===== config.mk =====
export PLATFORM = sky130hd
export DESIGN_NAME = ret_stack_flat
export DESIGN_NICKNAME = d
export VERILOG_FILES = /design/src/rtl/ret_stack_pkg.sv /design/src/rtl/ret_stack_if.sv /design/src/rtl/ret_stack_regfile.sv /design/src/rtl/ret_stack.sv /design/src/flat_wrapper.sv
export SDC_FILE = /design/constraint.sdc
export NUM_CORES = 1
export LEC_CHECK = 0
export CAP_MARGIN = 10
export CORE_UTILIZATION = 55
export DETAILED_ROUTE_END_ITERATION = 10
export GPL_ROUTABILITY_DRIVEN = 0
export PLACE_DENSITY = 0.85
export SETUP_SLACK_MARGIN = 0.2
export SYNTH_ARGS = -nofsm -noshare
export SYNTH_HDL_FRONTEND = slang
export SYNTH_SLANG_ARGS = --single-unit

===== constraint.sdc =====
create_clock -name clk -period 4.1 [get_ports clk]
set_input_delay 1.23 -clock clk [delete_from_list [all_inputs] [get_ports clk]]
set_output_delay 1.23 -clock clk [all_outputs]
set_load 0.05 [all_outputs]

===== src/rtl/ret_stack_pkg.sv =====
// ============================================================================
// ret_stack_pkg : shared constants and address type for the PC return stack
// Rev 1.0
// ============================================================================
`default_nettype none

package ret_stack_pkg;

  localparam int ADDR_W      = 12;
  localparam int STACK_DEPTH = 8;

  typedef logic [ADDR_W-1:0] addr_t;

endpackage : ret_stack_pkg

`default_nettype wire


===== src/rtl/ret_stack_if.sv =====
// ============================================================================
// ret_stack_if : sequencer <-> return-stack push/pop bus with status outputs
// Rev 1.0
// ============================================================================
`default_nettype none

interface ret_stack_if
  import ret_stack_pkg::*;
#(
  parameter int WIDTH = ADDR_W,
  parameter int LVL_W = $clog2(STACK_DEPTH) + 1
);

  logic             push;
  logic             pop;
  logic [WIDTH-1:0] din;
  logic             clr_err;
  logic [WIDTH-1:0] ret_addr;
  logic             load;
  logic [LVL_W-1:0] level;
  logic             empty;
  logic             full;
  logic             ovf;
  logic             unf;

  modport master (
    output push, pop, din, clr_err,
    input  ret_addr, load, level, empty, full, ovf, unf
  );

  modport slave (
    input  push, pop, din, clr_err,
    output ret_addr, load, level, empty, full, ovf, unf
  );

endinterface : ret_stack_if

`default_nettype wire


===== src/rtl/ret_stack_regfile.sv =====
// ============================================================================
// stack_regfile : DEPTH x WIDTH storage, synchronous write, asynchronous read
// Rev 1.0
// ============================================================================
`default_nettype none

module stack_regfile
  import ret_stack_pkg::*;
#(
  parameter int WIDTH = ADDR_W,
  parameter int DEPTH = STACK_DEPTH,
  parameter int IDX_W = $clog2(DEPTH)
) (
  input  wire logic             clk,
  input  wire logic             we_i,
  input  wire logic [IDX_W-1:0] waddr_i,
  input  wire logic [WIDTH-1:0] wdata_i,
  input  wire logic [IDX_W-1:0] raddr_i,
  output      logic [WIDTH-1:0] rdata_o
);

  logic [WIDTH-1:0] mem_q [DEPTH];

  always_ff @(posedge clk) begin
    if (we_i) begin
      mem_q[waddr_i] <= wdata_i;
    end
  end

  assign rdata_o = mem_q[raddr_i];

endmodule : stack_regfile

`default_nettype wire


===== src/rtl/ret_stack.sv =====
// ============================================================================
// ret_stack : return-address stack feeding the PC D input and its load strobe
// Rev 1.0
// ============================================================================
`default_nettype none

module ret_stack
  import ret_stack_pkg::*;
#(
  parameter int WIDTH = ADDR_W,
  parameter int DEPTH = STACK_DEPTH,
  parameter int LVL_W = $clog2(DEPTH) + 1
) (
  input  wire logic   clk,
  input  wire logic   rst,
  ret_stack_if.slave  bus
);

  localparam int IDX_W = $clog2(DEPTH);

  logic [LVL_W-1:0] sp_q, sp_d;
  logic [WIDTH-1:0] ret_addr_q, ret_addr_d;
  logic             load_q, load_d;
  logic             ovf_q, ovf_d;
  logic             unf_q, unf_d;

  logic             w_empty;
  logic             w_full;
  logic [IDX_W-1:0] w_top_idx;
  logic [WIDTH-1:0] w_top_data;
  logic             w_we;
  logic [IDX_W-1:0] w_waddr;

  assign w_empty   = (sp_q == '0);
  assign w_full    = (sp_q == LVL_W'(DEPTH));
  assign w_top_idx = IDX_W'(sp_q - LVL_W'(1));

  stack_regfile #(
    .WIDTH (WIDTH),
    .DEPTH (DEPTH),
    .IDX_W (IDX_W)
  ) u_regfile (
    .clk     (clk),
    .we_i    (w_we),
    .waddr_i (w_waddr),
    .wdata_i (bus.din),
    .raddr_i (w_top_idx),
    .rdata_o (w_top_data)
  );

  always_comb begin
    sp_d       = sp_q;
    ret_addr_d = ret_addr_q;
    load_d     = 1'b1;
    ovf_d      = ovf_q & ~bus.clr_err;
    unf_d      = unf_q & ~bus.clr_err;
    w_we       = 1'b0;
    w_waddr    = sp_q[IDX_W-1:0];

    unique case ({bus.push, bus.pop})
      2'b10: begin
        if (w_full) begin
          ovf_d = 1'b1;
        end else begin
          w_we = 1'b1;
          sp_d = sp_q + LVL_W'(1);
        end
      end
      2'b01: begin
        if (w_empty) begin
          unf_d = 1'b1;
        end else begin
          ret_addr_d = w_top_data;
          sp_d       = sp_q - LVL_W'(1);
          load_d     = 1'b0;
        end
      end
      2'b11: begin
        // Replace the top in place; an empty stack just forwards din to the PC.
        load_d = 1'b0;
        if (w_empty) begin
          ret_addr_d = bus.din;
        end else begin
          ret_addr_d = w_top_data;
          w_we       = 1'b1;
          w_waddr    = w_top_idx;
        end
      end
      default: ;
    endcase
  end

  always_ff @(posedge clk or negedge rst) begin
    if (!rst) begin
      sp_q       <= '0;
      ret_addr_q <= '0;
      load_q     <= 1'b1;
      ovf_q      <= 1'b0;
      unf_q      <= 1'b0;
    end else begin
      sp_q       <= sp_d;
      ret_addr_q <= ret_addr_d;
      load_q     <= load_d;
      ovf_q      <= ovf_d;
      unf_q      <= unf_d;
    end
  end

  assign bus.ret_addr = ret_addr_q;
  assign bus.load     = load_q;
  assign bus.level    = sp_q;
  assign bus.empty    = w_empty;
  assign bus.full     = w_full;
  assign bus.ovf      = ovf_q;
  assign bus.unf      = unf_q;

endmodule : ret_stack

`default_nettype wire

===== src/flat_wrapper.sv =====
// flat-port wrapper written by rule: the top's interface ports become plain ports
module ret_stack_flat import ret_stack_pkg::*;
#(
  parameter int WIDTH = ADDR_W,
  parameter int DEPTH = STACK_DEPTH,
  parameter int LVL_W = $clog2(DEPTH) + 1
)
  (clk, rst, bus_push, bus_pop, bus_din, bus_clr_err, bus_ret_addr, bus_load, bus_level, bus_empty, bus_full, bus_ovf, bus_unf);
  ret_stack_if #(.WIDTH(WIDTH), .LVL_W(LVL_W)) bus_i ();
  input  wire logic clk;
  input  wire logic rst;
  input wire logic [$bits(bus_i.push)-1:0] bus_push;
  input wire logic [$bits(bus_i.pop)-1:0] bus_pop;
  input wire logic [$bits(bus_i.din)-1:0] bus_din;
  input wire logic [$bits(bus_i.clr_err)-1:0] bus_clr_err;
  output wire logic [$bits(bus_i.ret_addr)-1:0] bus_ret_addr;
  output wire logic [$bits(bus_i.load)-1:0] bus_load;
  output wire logic [$bits(bus_i.level)-1:0] bus_level;
  output wire logic [$bits(bus_i.empty)-1:0] bus_empty;
  output wire logic [$bits(bus_i.full)-1:0] bus_full;
  output wire logic [$bits(bus_i.ovf)-1:0] bus_ovf;
  output wire logic [$bits(bus_i.unf)-1:0] bus_unf;
  assign bus_i.push = bus_push;
  assign bus_i.pop = bus_pop;
  assign bus_i.din = bus_din;
  assign bus_i.clr_err = bus_clr_err;
  assign bus_ret_addr = bus_i.ret_addr;
  assign bus_load = bus_i.load;
  assign bus_level = bus_i.level;
  assign bus_empty = bus_i.empty;
  assign bus_full = bus_i.full;
  assign bus_ovf = bus_i.ovf;
  assign bus_unf = bus_i.unf;
  ret_stack #(.WIDTH(WIDTH), .DEPTH(DEPTH), .LVL_W(LVL_W)) u_core (.clk(clk), .rst(rst), .bus(bus_i));
endmodule

==> results.yml <==
clock_tree:
  numCtsBuffers: 17
  hold_buffers: 0
  cts_setup_buffers: 0
  cts_tree: "built"
  clk_latency_ps: 510
  cts_sinks: 115
  clk_pin_slew_ps: 60
  htree_levels: 4
  cts_resized: 0
  cts_root_buffer: "clkbuf_8"
  clock_path_buffers: 2
synth:
  synth.most_common_cell: "edfxtp_1"
  ys_types: 39
  synthMuxAreaShare: 0.1090
  ys_top_cells_by_count: "edfxtp_1 (96), mux2_2 (25), nand3_1 (25), mux2i_1 (24), nand2_1 (19)"
  syn_area_per_cell_um2: 15.39
  synth_edf_count: 96
  syn_inst: 311
  ys_async_sr_fraction: 0.1652
  synthAdderAreaFrac: 0.005227
  ys_warn_count: 0
  yosys-top-cells-area: "edfxtp_1 (60%), dfrtp_1 (9.4%), mux2_2 (5.9%), mux2i_1 (5.0%), nand3_1 (2.6%)"
  ys_seq_area_frac: 0.7018
  syn_area_um2: 4787
  ys.flop_type: "edfxtp_1"
  yosysTopAreaCellShare: 0.6022
  yosys.area.top_type: "edfxtp_1"
  synth-simple-area-share: 0.06691
  synth_top_family_by_area: "multiplexers"
  synth_xor_area_frac: 0.01098
  synth_nets: 330
  synth_compound_area_frac: 0.07710
  synth_seq_cells: 115
critical_path:
  worstPathMaxFanout: 17
  crit_arrival_ps: 2220
  r2r_setup_slack_ps: 1070
  critPathKind: "reg2out"
  cp-start-kind: "register"
  rr_endpoint: "u_core.u_regfile.mem_q[4][7]$_DFFE_PP_"
  critPathCaptureType: "output port"
  reg2reg_depth: 5
  cp.required_ps: 2870
  reg2reg_from: "u_core.bus.level[0]$_DFFE_PN0P_"
outcome:
  status: "finished, final reports clean"
floorplanning:
  io_pins: 38
  rows: 33
  die_h_um: 95.30
  initial_core_util: 0.5768
  core_area_um2: 8299
  die_w_um: 95.30
  die-area_um2: 9081
route:
  drt_first_pass_iters: 5
  routed_via_density: 6.146
  finalWirelength_um: 9943
  via_count: 2901
  wire_per_inst_um: 21.07
  drc_errors: 0
  ant_nets: 0
  first_iter_violations: 204
sta:
  fin_worst_skew_ps: 7.071
  fin_hold_ws_ps: 488.1
  fin_ws_ps: 647.4
  min_period_ps: 3453
  slew_headroom: 0.2915
  finalCritPeriodShare: 0.8421
  setup_tns_ps: 0
  setup_viol: 0
  hold_viol: 0
  grt_setup_unrepaired: "no"
  max_freq_mhz: 289.6
  worstMarginPinSlew_ps: 1057
  report.final.slew_viol_count: 0
cells_and_area:
  final_area_um2: 5827
  utilization: 0.7021
  nets: 373
  layout-drive-gt1-share: 0.2234
  syn2layout_area_growth_pct: 21.72
  n_antenna_cell: 0
  instances_no_fill: 472
power_and_ir_drop:
  power_mw: 5.123
  leakagePower_nw: 2.089
  p_per_area_nw_per_um2: 879.2
  irDropWorstVdd_mv: 0.5624
grt:
  grt_antenna_before_repair: 0
  gr-usage-met1: 0.3090
  grtUsageMet2: 0.3857
  grt_pass1_vias: 2865
  grt_usage: 0.2420
  gr-total-overflow: 0
  grtUsageMet3: 0.06858
  grt_pass1_wl_um: 15290
  grt_max_degree: 30
  busiest_layer: "met2"
placement:
  portBuffers: 37
  post-place-ws_ps: 277.4
  dp_cells: 440
  place_area_um2: 5271
  hpwl_um: 6107
hold_path:
  hold_end: "u_core.bus.unf$_DFF_PN0_"
  min_delay_path_depth: 1
  holdCritStartpoint: "u_core.bus.unf$_DFF_PN0_"
  min-delay-path-class: "reg2reg"
job:
  cap_viol_max_count: 0
## how the worst max path moves through the flow
stage,start,end,slack (ps),cells past startpoint
CTS,u_core.bus.level[0]$_DFFE_PN0P_,bus_empty,640,6
global route,u_core.bus.level[0]$_DFFE_PN0P_,bus_empty,560,6
global placement,bus_pop,u_core.u_regfile.mem_q[1][5]$_DFFE_PP_,420,5
floorplan,u_core.bus.level[0]$_DFFE_PN0P_,u_core.u_regfile.mem_q[1][0]$_DFFE_PP_,290,10
finish,u_core.bus.level[0]$_DFFE_PN0P_,bus_empty,650,6
detailed placement,bus_pop,u_core.u_regfile.mem_q[2][2]$_DFFE_PP_,280,5
## layout by cell type, fill, tap and decap left out, types with 4 or more instances in the layout
cell             Yosys  final
nand2_1             19     19
o31ai_1             13     13
nor3_1              12      4
clkbuf_16            0     16
mux2_2              25     25
a22oi_1             12     12
o22ai_1             12     12
dfrtp_1             18     18
nand3_1             25     25
buf_4                2     10
edfxtp_1            96     96
nor3_2               1      9
mux2i_1             24     24
clkdlybuf4s50_1      0     35
xnor2_1              5      5
## cell type report
cell class,count,area [um^2]
sequential,115,3359
fill,509,2472
multi-input combinational,170,1331
timing repair buffer,45,425.4
clock buffer,19,421.7
clock inverter,13,133.9
tap,105,131.4
inverter,5,23.77
## sequential cells by signal, indices dropped and copies added, names as in the netlist
signal and flops:
u_core.u_regfile.mem_q 96, u_core.bus.ovf 1, u_core.bus.unf 1, u_core.bus.load 1, u_core.bus.ret_addr 12, u_core.bus.level 4
## cell families (layout without fill, tap and decap cells)
group | count (synthesis) | after routing
AOI/OAI and AO/OA | 49 | 49
xor gates and xnor gates | 6 | 6
muxes | 49 | 49
and+or+nand+nor | 64 | 64
DFF | 115 | 115
adders and majority gates | 2 | 2
buffers and inverters | 26 | 82
## report_power, final
| group | switching, mW | internal, mW | leakage, nW |
|---|---|---|---|
| Clock | 0.506 | 0.862 | 0.272 |
| Sequential | 0.109 | 1.50 | 1.10 |
| Combinational | 1.33 | 0.810 | 0.717 |
| Total | 1.95 | 3.17 | 2.09 |
## worst max-delay path: stages, from the launching register on
cell,delay [ps]
dfrtp_1,380
clkinv_1,50
buf_4,220
ha_2,310
or3b_4,450
clkinv_4,100
buf_4,200
## layer usage
metal | vias to the layer above | share of wire | wire length, um
met5 | - | 0 | 0
met4 | 0 | 0.024 | 240
met3 | 19 | 0.077 | 765
met2 | 139 | 0.49 | 4885
met1 | 1441 | 0.41 | 4052
li1 | 1302 | - | -
Power figures use the tool's default switching activity.
==> variant: new RTL, same flow settings <==
Remove the case item `2'b10` of the case on `{bus.push, bus.pop}`.
--- a/src/rtl/ret_stack.sv
+++ b/src/rtl/ret_stack.sv
@@ -58,14 +58,6 @@
     w_waddr    = sp_q[IDX_W-1:0];
 
     unique case ({bus.push, bus.pop})
-      2'b10: begin
-        if (w_full) begin
-          ovf_d = 1'b1;
-        end else begin
-          w_we = 1'b1;
-          sp_d = sp_q + LVL_W'(1);
-        end
-      end
       2'b01: begin
         if (w_empty) begin
           unf_d = 1'b1;
Function: changed (a bounded check fails within 4 cycles, from zero or initial values and one cycle with rst low).
==> variant against the unedited design <==
  * Routed wire length increased by 5.2%
  * Sequential cell count unchanged
  * Clock skew decreased by 0.00052 ns
  * Synthesized area decreased by 3.4%
  * Design area decreased by 0.56%
  * Hold slack improved by 0.029 ns
  * Critical path type unchanged
  * Setup slack got worse by 0.23 ns
Power is not compared: it rests on default switching activity, and its combinational part moved more than twofold at a synthesized area within 25%.
==> variant: results (changes against the unedited design) <==
* Status: completed
* Clk cell area share at 0.108 (+0.0128)
* GRT Util Overall at 0.259 (+0.0165)
* DR iter-0 viols at 212 (+3.9%)
* Critical path startpoint: u_core.bus.level[0]
* Net count after synthesis at 301 (-8.8%)
* M2 GR Usage at 0.411 (+0.0249)
* Post-DP HPWL at 5910 um (-3.2%)
* Post-synthesis mux area share at 0.0844 (-0.0246)
* CP Max Fanout at 13 (-4)
* Nets@finish at 355 (-4.8%)
* R2r endpoint: u_core.bus.ret_addr[5]
* Clock buffers at 23 (+4)
* Ranking of synthesized cells by area: edfxtp_1 (62%), dfrtp_1 (9.7%), mux2_2 (5.8%), nand2_1 (2.7%), a32o_1 (2.6%)
* Post-synthesis xor/xnor area fraction at 0.0116 (+0.000660)
* GR Layer Usage met1 at 0.328 (+0.0185)
* Number of non-clock inverters at 5 (unchanged)
* Multi-input combinational area share at 0.205 (-0.0233)
* Global routing usage on met3 at 0.0655 (-0.00305)
* Filler cell count at 493 (-3.1%)
* Max incr delay on CP at 0.56 ns (+0.11 ns)
* Metal1 wirelength at 4230 um (+4.3%)
* Critical Path AT at 2.46 ns (+0.24 ns)
* Non-clock buffer share of cell area at 0.0810 (+0.00797)
* CP top delay family: flip-flops
* Critical-path top delay cell: dfrtp_1
* Layout cells sized above 1 at 0.254 (+0.0309)
* Largest net degree at the start of global routing at 28 (-6.7%)
* Hold path depth at 1 (unchanged)
* First-pass GRT wire length at 15900 um (+3.9%)
* Via count at 2865 (-1.2%)
* Sequential area share after synthesis at 0.727 (+0.0249)
* Yosys cell types at 33 (-15%)
* Synth top cells by count: edfxtp_1 (96), nand2_1 (33), mux2_2 (24)
* Largest family of logic cells by synthesized area: compound AO/OA/AOI/OAI gates
* Number of global-route vias before repair at 2952 (+3.0%)
* R2r setup slk at 0.99 ns (-0.08 ns)
* Post-synthesis compound-gate area fraction at 0.101 (+0.0236)
* Ys async rst share at 0.165 (unchanged)
* DR WL met3 at 696 um (-9.0%)
* Adder-cell share of the synthesized area at 0.00271 (-0.00252)
* Routed WL per cell at 23.0 um (+9.1%)
* Worst Clk Skew at 0.00655 ns (-0.000522 ns)
==> variant: cell types whose count changed after synthesis, moves of 4 or more <==
cell / before / now
buf_2: 14 / 5
a32o_1: 1 / 12
nor3_1: 12 / 4
o31ai_2: 0 / 8
mux2i_1: 24 / 12
clkbuf_1: 2 / 7
nand2_1: 19 / 33
o31ai_1: 13 / 5
nand3_1: 25 / 1
nor4_1: 1 / 5
==> variant: metrics by stage <==
stage	util	area [um^2]	power (mW)	setup WS [ns]	instances
2_1_floorplan	-	4620	1.40	0.255	283
3_3_place_gp	0.633	5170	1.47	0.580	423
3_5_place_dp	0.633	5170	1.48	0.509	423
4_1_cts	0.709	5800	3.00	0.178	455
5_1_grt	0.709	5790	3.07	0.307	455
6_report	0.709	5790	2.99	0.413	455
==> variant: worst min-delay path by stage <==
stage                                       startpoint                      to  slack, ns
after floorplan           u_core.u_regfile.mem_q[1][2]  u_core.bus.ret_addr[2]       0.65
after global placement                  u_core.bus.ovf          u_core.bus.ovf       0.49
after detailed placement                u_core.bus.ovf          u_core.bus.ovf       0.51
after CTS                               u_core.bus.unf          u_core.bus.unf       0.52
after global routing                    u_core.bus.ovf          u_core.bus.ovf       0.56
final                                   u_core.bus.ovf          u_core.bus.ovf       0.52
==> variant: kinds of logic (layout without fill, tap and decap cells) <==
family / after synthesis / in the layout
AO/OA/AOI/OAI: 56 / 56
multiplexers: 36 / 36
flip-flops: 115 / 115
XOR/XNOR: 4 / 4
buffers and inverters: 21 / 88
adder cells (fa/ha/maj): 1 / 1
AND/OR/NAND/NOR: 50 / 50
==> variant: timing repair <==
| item | in CTS | in global routing |
|---|---|---|
| hold endpoints to repair | 0 | 0 |
| resized for setup | 2 | 2 |
| endpoints found under the setup margin | 2 | 1 |
